<file path="config.mk">
export PLATFORM = sky130hd
export DESIGN_NAME = keypad_scan_mux
export DESIGN_NICKNAME = d
export VERILOG_FILES = /design/src/rtl/keypad_pkg.sv /design/src/rtl/keypad_sync.sv /design/src/rtl/keypad_scan_mux.sv
export SDC_FILE = /design/constraint.sdc
export NUM_CORES = 1
export LEC_CHECK = 0
export BUFFER_PORTS_ARGS = -buffer_cell sky130_fd_sc_hd__clkbuf_2
export CORE_ASPECT_RATIO = 0.8
export CORE_MARGIN = 1
export CORE_UTILIZATION = 55
export DETAILED_ROUTE_END_ITERATION = 6
export PLACE_DENSITY_LB_ADDON = 0.08
export SLEW_MARGIN = 20
export SYNTH_ARGS = -nofsm -noshare
export SYNTH_HDL_FRONTEND = slang
export SYNTH_SLANG_ARGS = --single-unit
</file>
<file path="constraint.sdc">
create_clock -name clk -period 2.85 [get_ports clk]
set_input_delay 0.57 -clock clk [delete_from_list [all_inputs] [get_ports clk]]
set_output_delay 0.57 -clock clk [all_outputs]
set_load 0.02 [all_outputs]
</file>
<file path="src/rtl/keypad_pkg.sv">
// Shared types and constants for the 4x4 keypad scanner: FSM encoding,
// row drive patterns and default timing parameters.
package keypad_pkg;

    localparam int unsigned SCAN_BITS_DEF    = 14;
    localparam int unsigned DEB_TICKS_DEF    = 8;
    localparam int unsigned REPEAT_TICKS_DEF = 256;

    typedef enum logic [1:0] {
        ST_SCAN     = 2'd0,
        ST_DEBOUNCE = 2'd1,
        ST_HELD     = 2'd2
    } state_e;

    localparam logic [3:0] ROW0_DRIVE = 4'b1110;
    localparam logic [3:0] ROW1_DRIVE = 4'b1101;
    localparam logic [3:0] ROW2_DRIVE = 4'b1011;
    localparam logic [3:0] ROW3_DRIVE = 4'b0111;

    function automatic logic [3:0] row_drive(input logic [1:0] idx);
        case (idx)
            2'd0:    return ROW0_DRIVE;
            2'd1:    return ROW1_DRIVE;
            2'd2:    return ROW2_DRIVE;
            default: return ROW3_DRIVE;
        endcase
    endfunction

    // Lowest-index active-low column; caller guarantees at least one is low.
    function automatic logic [1:0] low_col(input logic [3:0] cols);
        if (!cols[0]) return 2'd0;
        if (!cols[1]) return 2'd1;
        if (!cols[2]) return 2'd2;
        return 2'd3;
    endfunction

endpackage

</file>
<file path="src/rtl/keypad_sync.sv">
// Two-flop synchronizer for the asynchronous, pulled-up keypad columns.
module keypad_sync (
    input  logic       clk,
    input  logic       reset,
    input  logic [3:0] i_col,
    output logic [3:0] o_col
);

    logic [3:0] r_meta;
    logic [3:0] r_sync;

    always_ff @(posedge clk) begin
        if (reset) begin
            r_meta <= 4'b1111;
            r_sync <= 4'b1111;
        end else begin
            r_meta <= i_col;
            r_sync <= r_meta;
        end
    end

    assign o_col = r_sync;

endmodule

</file>
<file path="src/rtl/keypad_scan_mux.sv">
// 4x4 keypad scanner with tick-based debounce and an acknowledged key output.
// Define KEYPAD_SCAN_REPEAT_EN to auto-repeat a held key every REPEAT_TICKS ticks.
module keypad_scan_mux
    import keypad_pkg::*;
#(
    parameter int unsigned SCAN_BITS    = SCAN_BITS_DEF,
    parameter int unsigned DEB_TICKS    = DEB_TICKS_DEF,
    parameter int unsigned REPEAT_TICKS = REPEAT_TICKS_DEF
) (
    input  logic       clk,
    input  logic       reset,
    input  logic [3:0] col_in,
    output logic [3:0] row_out,
    output logic [3:0] key_code,
    output logic       key_valid,
    input  logic       key_ack,
    output logic       key_down,
    output logic       overrun
);

    localparam int unsigned DEB_W = $clog2(DEB_TICKS + 1);

    logic [3:0]           w_col;
    logic                 w_tick;
    logic                 w_all_high;
    logic                 w_match;
    logic                 w_accept;
    logic [1:0]           w_row_next;

    state_e               r_state;
    logic [SCAN_BITS-1:0] r_presc;
    logic [1:0]           r_row;
    logic [1:0]           r_col_idx;
    logic [3:0]           r_pat;
    logic [DEB_W-1:0]     r_deb_cnt;

`ifdef KEYPAD_SCAN_REPEAT_EN
    localparam int unsigned REP_W = $clog2(REPEAT_TICKS + 1);
    logic [REP_W-1:0]     r_rep_cnt;
`endif

    keypad_sync u_sync (
        .clk   (clk),
        .reset (reset),
        .i_col (col_in),
        .o_col (w_col)
    );

    assign w_tick     = &r_presc;
    assign w_all_high = &w_col;
    assign w_match    = (w_col == r_pat);
    assign w_row_next = r_row + 2'd1;

    // A key event: debounce completes, or (optionally) a held key hits its repeat interval.
    always_comb begin
        w_accept = 1'b0;
        if (w_tick) begin
            if (r_state == ST_DEBOUNCE)
                w_accept = w_match && (r_deb_cnt == DEB_W'(DEB_TICKS - 1));
`ifdef KEYPAD_SCAN_REPEAT_EN
            else if (r_state == ST_HELD)
                w_accept = !w_all_high && (r_rep_cnt == REP_W'(REPEAT_TICKS - 1));
`endif
        end
    end

    always_ff @(posedge clk) begin
        if (reset) begin
            r_state   <= ST_SCAN;
            r_presc   <= '0;
            r_row     <= 2'd0;
            row_out   <= ROW0_DRIVE;
            r_col_idx <= 2'd0;
            r_pat     <= 4'b1111;
            r_deb_cnt <= '0;
            key_down  <= 1'b0;
`ifdef KEYPAD_SCAN_REPEAT_EN
            r_rep_cnt <= '0;
`endif
        end else begin
            r_presc <= r_presc + SCAN_BITS'(1);
            if (w_tick) begin
                case (r_state)
                    ST_SCAN: begin
                        if (w_all_high) begin
                            r_row   <= w_row_next;
                            row_out <= row_drive(w_row_next);
                        end else begin
                            r_pat     <= w_col;
                            r_col_idx <= low_col(w_col);
                            r_deb_cnt <= '0;
                            r_state   <= ST_DEBOUNCE;
                        end
                    end
                    ST_DEBOUNCE: begin
                        if (!w_match) begin
                            r_row   <= w_row_next;
                            row_out <= row_drive(w_row_next);
                            r_state <= ST_SCAN;
                        end else if (w_accept) begin
                            key_down  <= 1'b1;
                            r_deb_cnt <= '0;
`ifdef KEYPAD_SCAN_REPEAT_EN
                            r_rep_cnt <= '0;
`endif
                            r_state   <= ST_HELD;
                        end else begin
                            r_deb_cnt <= r_deb_cnt + DEB_W'(1);
                        end
                    end
                    ST_HELD: begin
                        // r_deb_cnt counts consecutive released ticks here
                        if (w_all_high) begin
`ifdef KEYPAD_SCAN_REPEAT_EN
                            r_rep_cnt <= '0;
`endif
                            if (r_deb_cnt == DEB_W'(DEB_TICKS - 1)) begin
                                key_down  <= 1'b0;
                                r_deb_cnt <= '0;
                                r_row     <= w_row_next;
                                row_out   <= row_drive(w_row_next);
                                r_state   <= ST_SCAN;
                            end else begin
                                r_deb_cnt <= r_deb_cnt + DEB_W'(1);
                            end
                        end else begin
                            r_deb_cnt <= '0;
`ifdef KEYPAD_SCAN_REPEAT_EN
                            r_rep_cnt <= w_accept ? '0 : r_rep_cnt + REP_W'(1);
`endif
                        end
                    end
                    default: r_state <= ST_SCAN;
                endcase
            end
        end
    end

    // Consumer handshake: a new key loads only into a free or just-acked slot.
    always_ff @(posedge clk) begin
        if (reset) begin
            key_code  <= 4'b0000;
            key_valid <= 1'b0;
            overrun   <= 1'b0;
        end else begin
            overrun <= 1'b0;
            if (w_accept) begin
                if (!key_valid || key_ack) begin
                    key_code  <= {r_row, r_col_idx};
                    key_valid <= 1'b1;
                end else begin
                    overrun <= 1'b1;
                end
            end else if (key_ack) begin
                key_valid <= 1'b0;
            end
        end
    end

endmodule

</file>
# == Word-level counts from Yosys, hierarchy flattened ==
# Cells that the tools add are included.
# totals
out_inout_bits,11
register_bits,47
input_bits,7
word_cells,109
# classes
n_mux,58
reduce_logical,18
n_eq_ne,15
addsub,3
bitwise,2
# ops
cell,n
19-bit AND reduction,2
4-bit 2-to-1 mux,9
4-bit one-hot mux with 3 select lines,3
2-bit 2-to-1 mux,15
1-bit 2-to-1 mux,28
18-bit AND reduction,1
17-bit AND reduction,1
16-bit AND reduction,1
14-bit by 1-bit adder with 14-bit output (second input constant),1
2-bit != test (second input constant),7
14-bit AND reduction,1
2-bit one-hot mux with 3 select lines,2
4-bit by 1-bit adder with 4-bit output (second input constant),1
2-bit by 1-bit equality test with 1-bit output (second input constant),2
2-bit equality test (second input constant),2
4-bit by 3-bit equality test with 1-bit output (second input constant),1
4-bit equality test,1
2-bit logical NOT,2
2-bit AND reduction,2
4-bit AND reduction,1
2-bit nonzero test,2
3-bit != test (second input constant),1
3-bit nonzero test,1
2-bit by 1-bit adder with 2-bit output (second input constant),1
7 further kinds,8

# == Logic depth before layout (Yosys ltp) ==
# logic_depth
word_depth,19
ltp_mapped,7
ltp_nobuf,6

# == Cells and area by module ==
# A second synthesis with hierarchy kept.
# unflattened
cells_unflattened,226
area_unflattened_um2,2128.3
# modules_own_cells
mod,seq_area_each_um2,cells_each,area_per_inst_um2,instances
keypad_scan_mux,780.7,210,1918.1,1
keypad_sync,160.2,16,210.2,1

# == Least setup slack after synthesis ==
# OpenSTA, ideal clock, no wires.
# synth_timing
path_type,reg-to-reg
startpoint,reg r_presc[0]
endpoint,reg r_deb_cnt[3]
setup_slack_ps,796
arrival_ps,1932
period_less_slack_ps,2054
stages_incl_launch_ff,7
required_time_ps,2728
setup_ps,122
n_path_buf,0
path_cell_list,dfxtp_1 -> ha_1 -> nand4_1 -> nor4_1 -> a311oi_1 -> and3_1 -> a221o_1
# synth_via
elab_chain_cells,5
elab_cells_between_ends,6
# synth_lines
element,line,text
start: declaration,keypad_scan_mux.sv:31,logic [SCAN_BITS-1:0] r_presc;
start signal: assignment,keypad_scan_mux.sv:81,r_presc <= r_presc + SCAN_BITS'(1);
14-bit AND reduction,keypad_scan_mux.sv:49,assign w_tick = &r_presc;
1-bit 2-to-1 mux,keypad_scan_mux.sv:57,if (w_tick) begin
4-bit 2-to-1 mux,keypad_scan_mux.sv:100,end else if (w_accept) begin
4-bit 2-to-1 mux,keypad_scan_mux.sv:96,if (!w_match) begin
4-bit one-hot mux with 3 select lines,keypad_scan_mux.sv:83,case (r_state)
end signal: assignment,keypad_scan_mux.sv:108,r_deb_cnt <= r_deb_cnt + DEB_W'(1);
end signal: assignment,keypad_scan_mux.sv:124,r_deb_cnt <= r_deb_cnt + DEB_W'(1);
end: declaration,keypad_scan_mux.sv:35,logic [DEB_W-1:0] r_deb_cnt;
# Parallel ways exist; a longest one is shown, timed or not. The select of a mux whose other input is x is not followed.
# A chain may end at the register's enable or synchronous reset.

# == Worst setup path after layout ==
# layout_timing
startpoint,reg r_deb_cnt[0]
endpoint,reg row_out[0]
# layout_via
elab_chain_cells,3
# layout_lines
element,line,text
4-bit by 3-bit equality test with 1-bit output,keypad_scan_mux.sv:117,if (r_deb_cnt == DEB_W'(DEB_TICKS - 1)) begin
2-bit != test (no line),-,
19-bit AND reduction (no line),-,
end signal: assignment,keypad_scan_mux.sv:87,row_out <= row_drive(w_row_next);
end signal: assignment,keypad_scan_mux.sv:98,row_out <= row_drive(w_row_next);
end signal: assignment,keypad_scan_mux.sv:121,row_out <= row_drive(w_row_next);
end: declaration,keypad_scan_mux.sv:13,"output logic [3:0] row_out,"
# Every way passes these cells.

==> metrics.txt <==
status=completed; HP Class=reg -> reg; sequential power share=0.609; initial antenna violation count=0; routed len/inst=14.3 µm; max_slew headroom=0.419; CTS Buffer Depth=2; register-to-register setup slack=0.63 ns; r2r startpoint=r_deb_cnt[0]; final slew viol count=0; Starting Density=0.591; worst path arrival time=2.46 ns; CP Class=reg -> reg; CP max FO=10; CTS tree=done; post-synthesis cell count=225; syn avg cell area=just over 9 µm²; area grow syn2layout=10.0%; first-pass GRT wire length=between 6 and 7 mm; dpl hpwl=3.01 mm; Multi-input gate area=1080 µm²; largest net degree at the start of global routing=35; FF+latch area=941 µm²; family with the most delay on the worst path=compound AO/OA/AOI/OAI gates; Yosys reg bits=47; vias in the first global route=1558; slew of the pin with the lowest slew margin=0.871 ns; post-route setup TNS=0 ns; Clock Pin Slew Worst Setup and Hold Paths=0.09 ns; Post-Route Skew=0.00834 ns; CP endpoint kind=register; async set-reset flop share out of synthesis=0; CP peak stage delay=0.49 ns; P per Cell Area=479 nW/µm²; Die Area=~4100 µm²; core area=3540 µm²; total congestion overflow=0; # hold bufs at CTS=0; Post CTS Setup Buffer Count=0; Final ANT Viol Nets=0; first-pass iteration count of the detailed router=6; RSZ-0062 raised after global routing=false; share of layout cells above drive strength 1=0.163; gr usage total=0.223; Clock Power Share=0.350; Synth top area share=0.449; # clock sinks=47; Seq/Total Area, Yosys=0.449; CTS buffer count=5; worst hold endpoint=u_sync.o_col[0]; Yosys top cell by area=dfxtp_1; final instance area=2300 µm²; worst r2r dst=row_out[0]; initial DRC count=~100; FF-to-FF path depth=6; Pleak=0.888 nW; Die Y=57.2 µm; Cell Chain, Critical Path=ha_1 -> nand3b_1 -> o21ai_0 -> o2111ai_1 -> or2_2 -> a21oi_1; gpl congestion=about 0.81; Syn Nets=around 240; Nets=261; DRC viols=0; mapped cell area=2090 µm²; yosys warns=0; worst path bufs/invs=0; top_reg_cell synth=dfxtp_1; Worst setup SP type=register; I/O Buffers=17; switching share of total power=0.226; synth unique cells=between 40 and 50; Via Count=1620; VDD IR max=0.000385 V; Crit-path slowest cell=o2111ai_1; count leader, synth=dfxtp_1; Hold Path Origin=u_sync.r_meta[0]; root buffer cell=clkbuf_8; Comb pwr share=0.040; fmax=~450 MHz; std cell rows=19; Routed WL=4.10 mm; Via density=5.64; top cells by area, synth=dfxtp_1, ha_1, nor2_1; H-Tree Depth=2; minimum clock period=2.22 ns; CTS resizes=0; MaxCap Viol Count=0; Pint=853 µW; WHS Path Cells=1; worst skew pair latency=0.30 ns; IO Pins=18; most common library cells after synthesis=dfxtp_1, nor2_1, a21oi_1; Tcrit/Tclk final=0.780; Die X=71.0 µm; Setup-failing EPs final=0; sw power=~250 µW; # diodes=0; endpoints failing hold=0; worst path required time=3.08 ns; Placed Area=2220 µm²; Post-synth EDFFs=0; fill cell count=281
kinds of logic (layout without fill, tap and decap cells):
| logic type | Yosys count | in the layout | synth area share |
|---|---|---|---|
| buffers and inverters | 18 | 38 | 0.0329 |
| multiplexers | 6 | 6 | 0.0287 |
| AND/OR/NAND/NOR | 95 | 95 | 0.251 |
| AO/OA/AOI/OAI | 34 | 34 | 0.115 |
| adder cells (fa/ha/maj) | 10 | 10 | 0.0598 |
| flip-flops | 47 | 47 | 0.449 |
| XOR/XNOR | 15 | 15 | 0.0628 |
power by group through the flow:
| stage | Combinational (mW) | Clock, mW | Sequential [mW] |
|---|---|---|---|
| 3_5_place_dp | 0.0442 | 0 | 0.688 |
| 6_report | 0.0443 | 0.387 | 0.672 |
| 2_1_floorplan | 0.0316 | 0 | 0.686 |
| 5_1_grt | 0.0494 | 0.426 | 0.674 |
| 4_1_cts | 0.0446 | 0.397 | 0.672 |
| 3_3_place_gp | 0.0421 | 0 | 0.687 |
final cells by class:
| type | count | area share |
|---|---|---|
| Multi-Input combinational cell | 160 | 0.470 |
| Clock buffer | 6 | 0.0315 |
| Sequential cell | 47 | 0.408 |
| Clock inverter | 2 | 0.00543 |
| Inverter | 11 | 0.0179 |
| Tap cell | 42 | 0.0228 |
| Timing Repair Buffer | 19 | 0.0435 |
sequential cells by signal (all words and copies together), names as in the netlist, 2 cells and up:
signal	cells
u_sync.o_col	4
r_deb_cnt	4
r_col_idx	2
row_out	4
r_row	2
r_state	2
r_presc	14
u_sync.r_meta	4
key_code	4
r_pat	4
metrics by stage:
step / total power, mW / cells / worst slack (ns) / util / hold slack [ns]
global route: 1.15 / 287 / 0.375 / 0.650 / 0.426
global placement: 0.729 / 279 / 0.783 / 0.626 / 0.397
detailed placement: 0.732 / 279 / 0.680 / 0.626 / 0.393
floorplan: 0.717 / 225 / 0.796 / - / 0.389
CTS: 1.11 / 287 / 0.661 / 0.650 / 0.411
finish: 1.10 / 287 / 0.627 / 0.650 / 0.409
per-layer routing:
layer | vias up | GRT usage | routed length [µm]
li1 | 834 | - | -
met1 | 761 | 0.297 | 2040
met2 | 23 | 0.364 | 1940
met3 | 2 | 0.0530 | 100
met4 | 0 | 0.0686 | 18
met5 | - | 0 | 0
cell usage in the layout, fill, tap and decap left out, types with 2 or more instances in the layout:
| cell | synthesis | layout |
|---|---|---|
| nor2_1 | 28 | 28 |
| a21oi_1 | 12 | 12 |
| ha_1 | 10 | 10 |
| clkbuf_2 | 1 | 17 |
| nand2_1 | 9 | 9 |
| nand3_1 | 11 | 11 |
| clkbuf_8 | 0 | 5 |
| o21ai_0 | 4 | 4 |
| or3_1 | 4 | 4 |
| nor2b_1 | 2 | 2 |
| or2_2 | 10 | 10 |
| dfxtp_1 | 47 | 47 |
| a211o_1 | 7 | 7 |
| and3_1 | 3 | 3 |
| buf_4 | 0 | 2 |
| xnor2_1 | 11 | 11 |
| nand4_1 | 6 | 6 |
| inv_1 | 11 | 11 |
| o2111ai_1 | 2 | 2 |
| and2_1 | 2 | 2 |
| nor3_1 | 2 | 2 |
| nand3b_1 | 3 | 3 |
| nor4_1 | 3 | 3 |
| mux2i_1 | 6 | 6 |
| xor2_1 | 4 | 4 |
| nor3b_1 | 2 | 2 |
| and4_1 | 4 | 4 |
worst max-delay path by stage:
stage	startpoint	slack, ns	end	cells after the start
final	r_deb_cnt[0]	0.63	row_out[0]	6
after global routing	r_presc[9]	0.37	row_out[0]	5
after CTS	r_presc[9]	0.66	row_out[0]	5
after detailed placement	r_presc[9]	0.68	row_out[0]	5
after global placement	r_presc[9]	0.78	r_deb_cnt[3]	4
after floorplan	r_presc[0]	0.80	r_deb_cnt[3]	6
(Power assumes the default switching activity.)
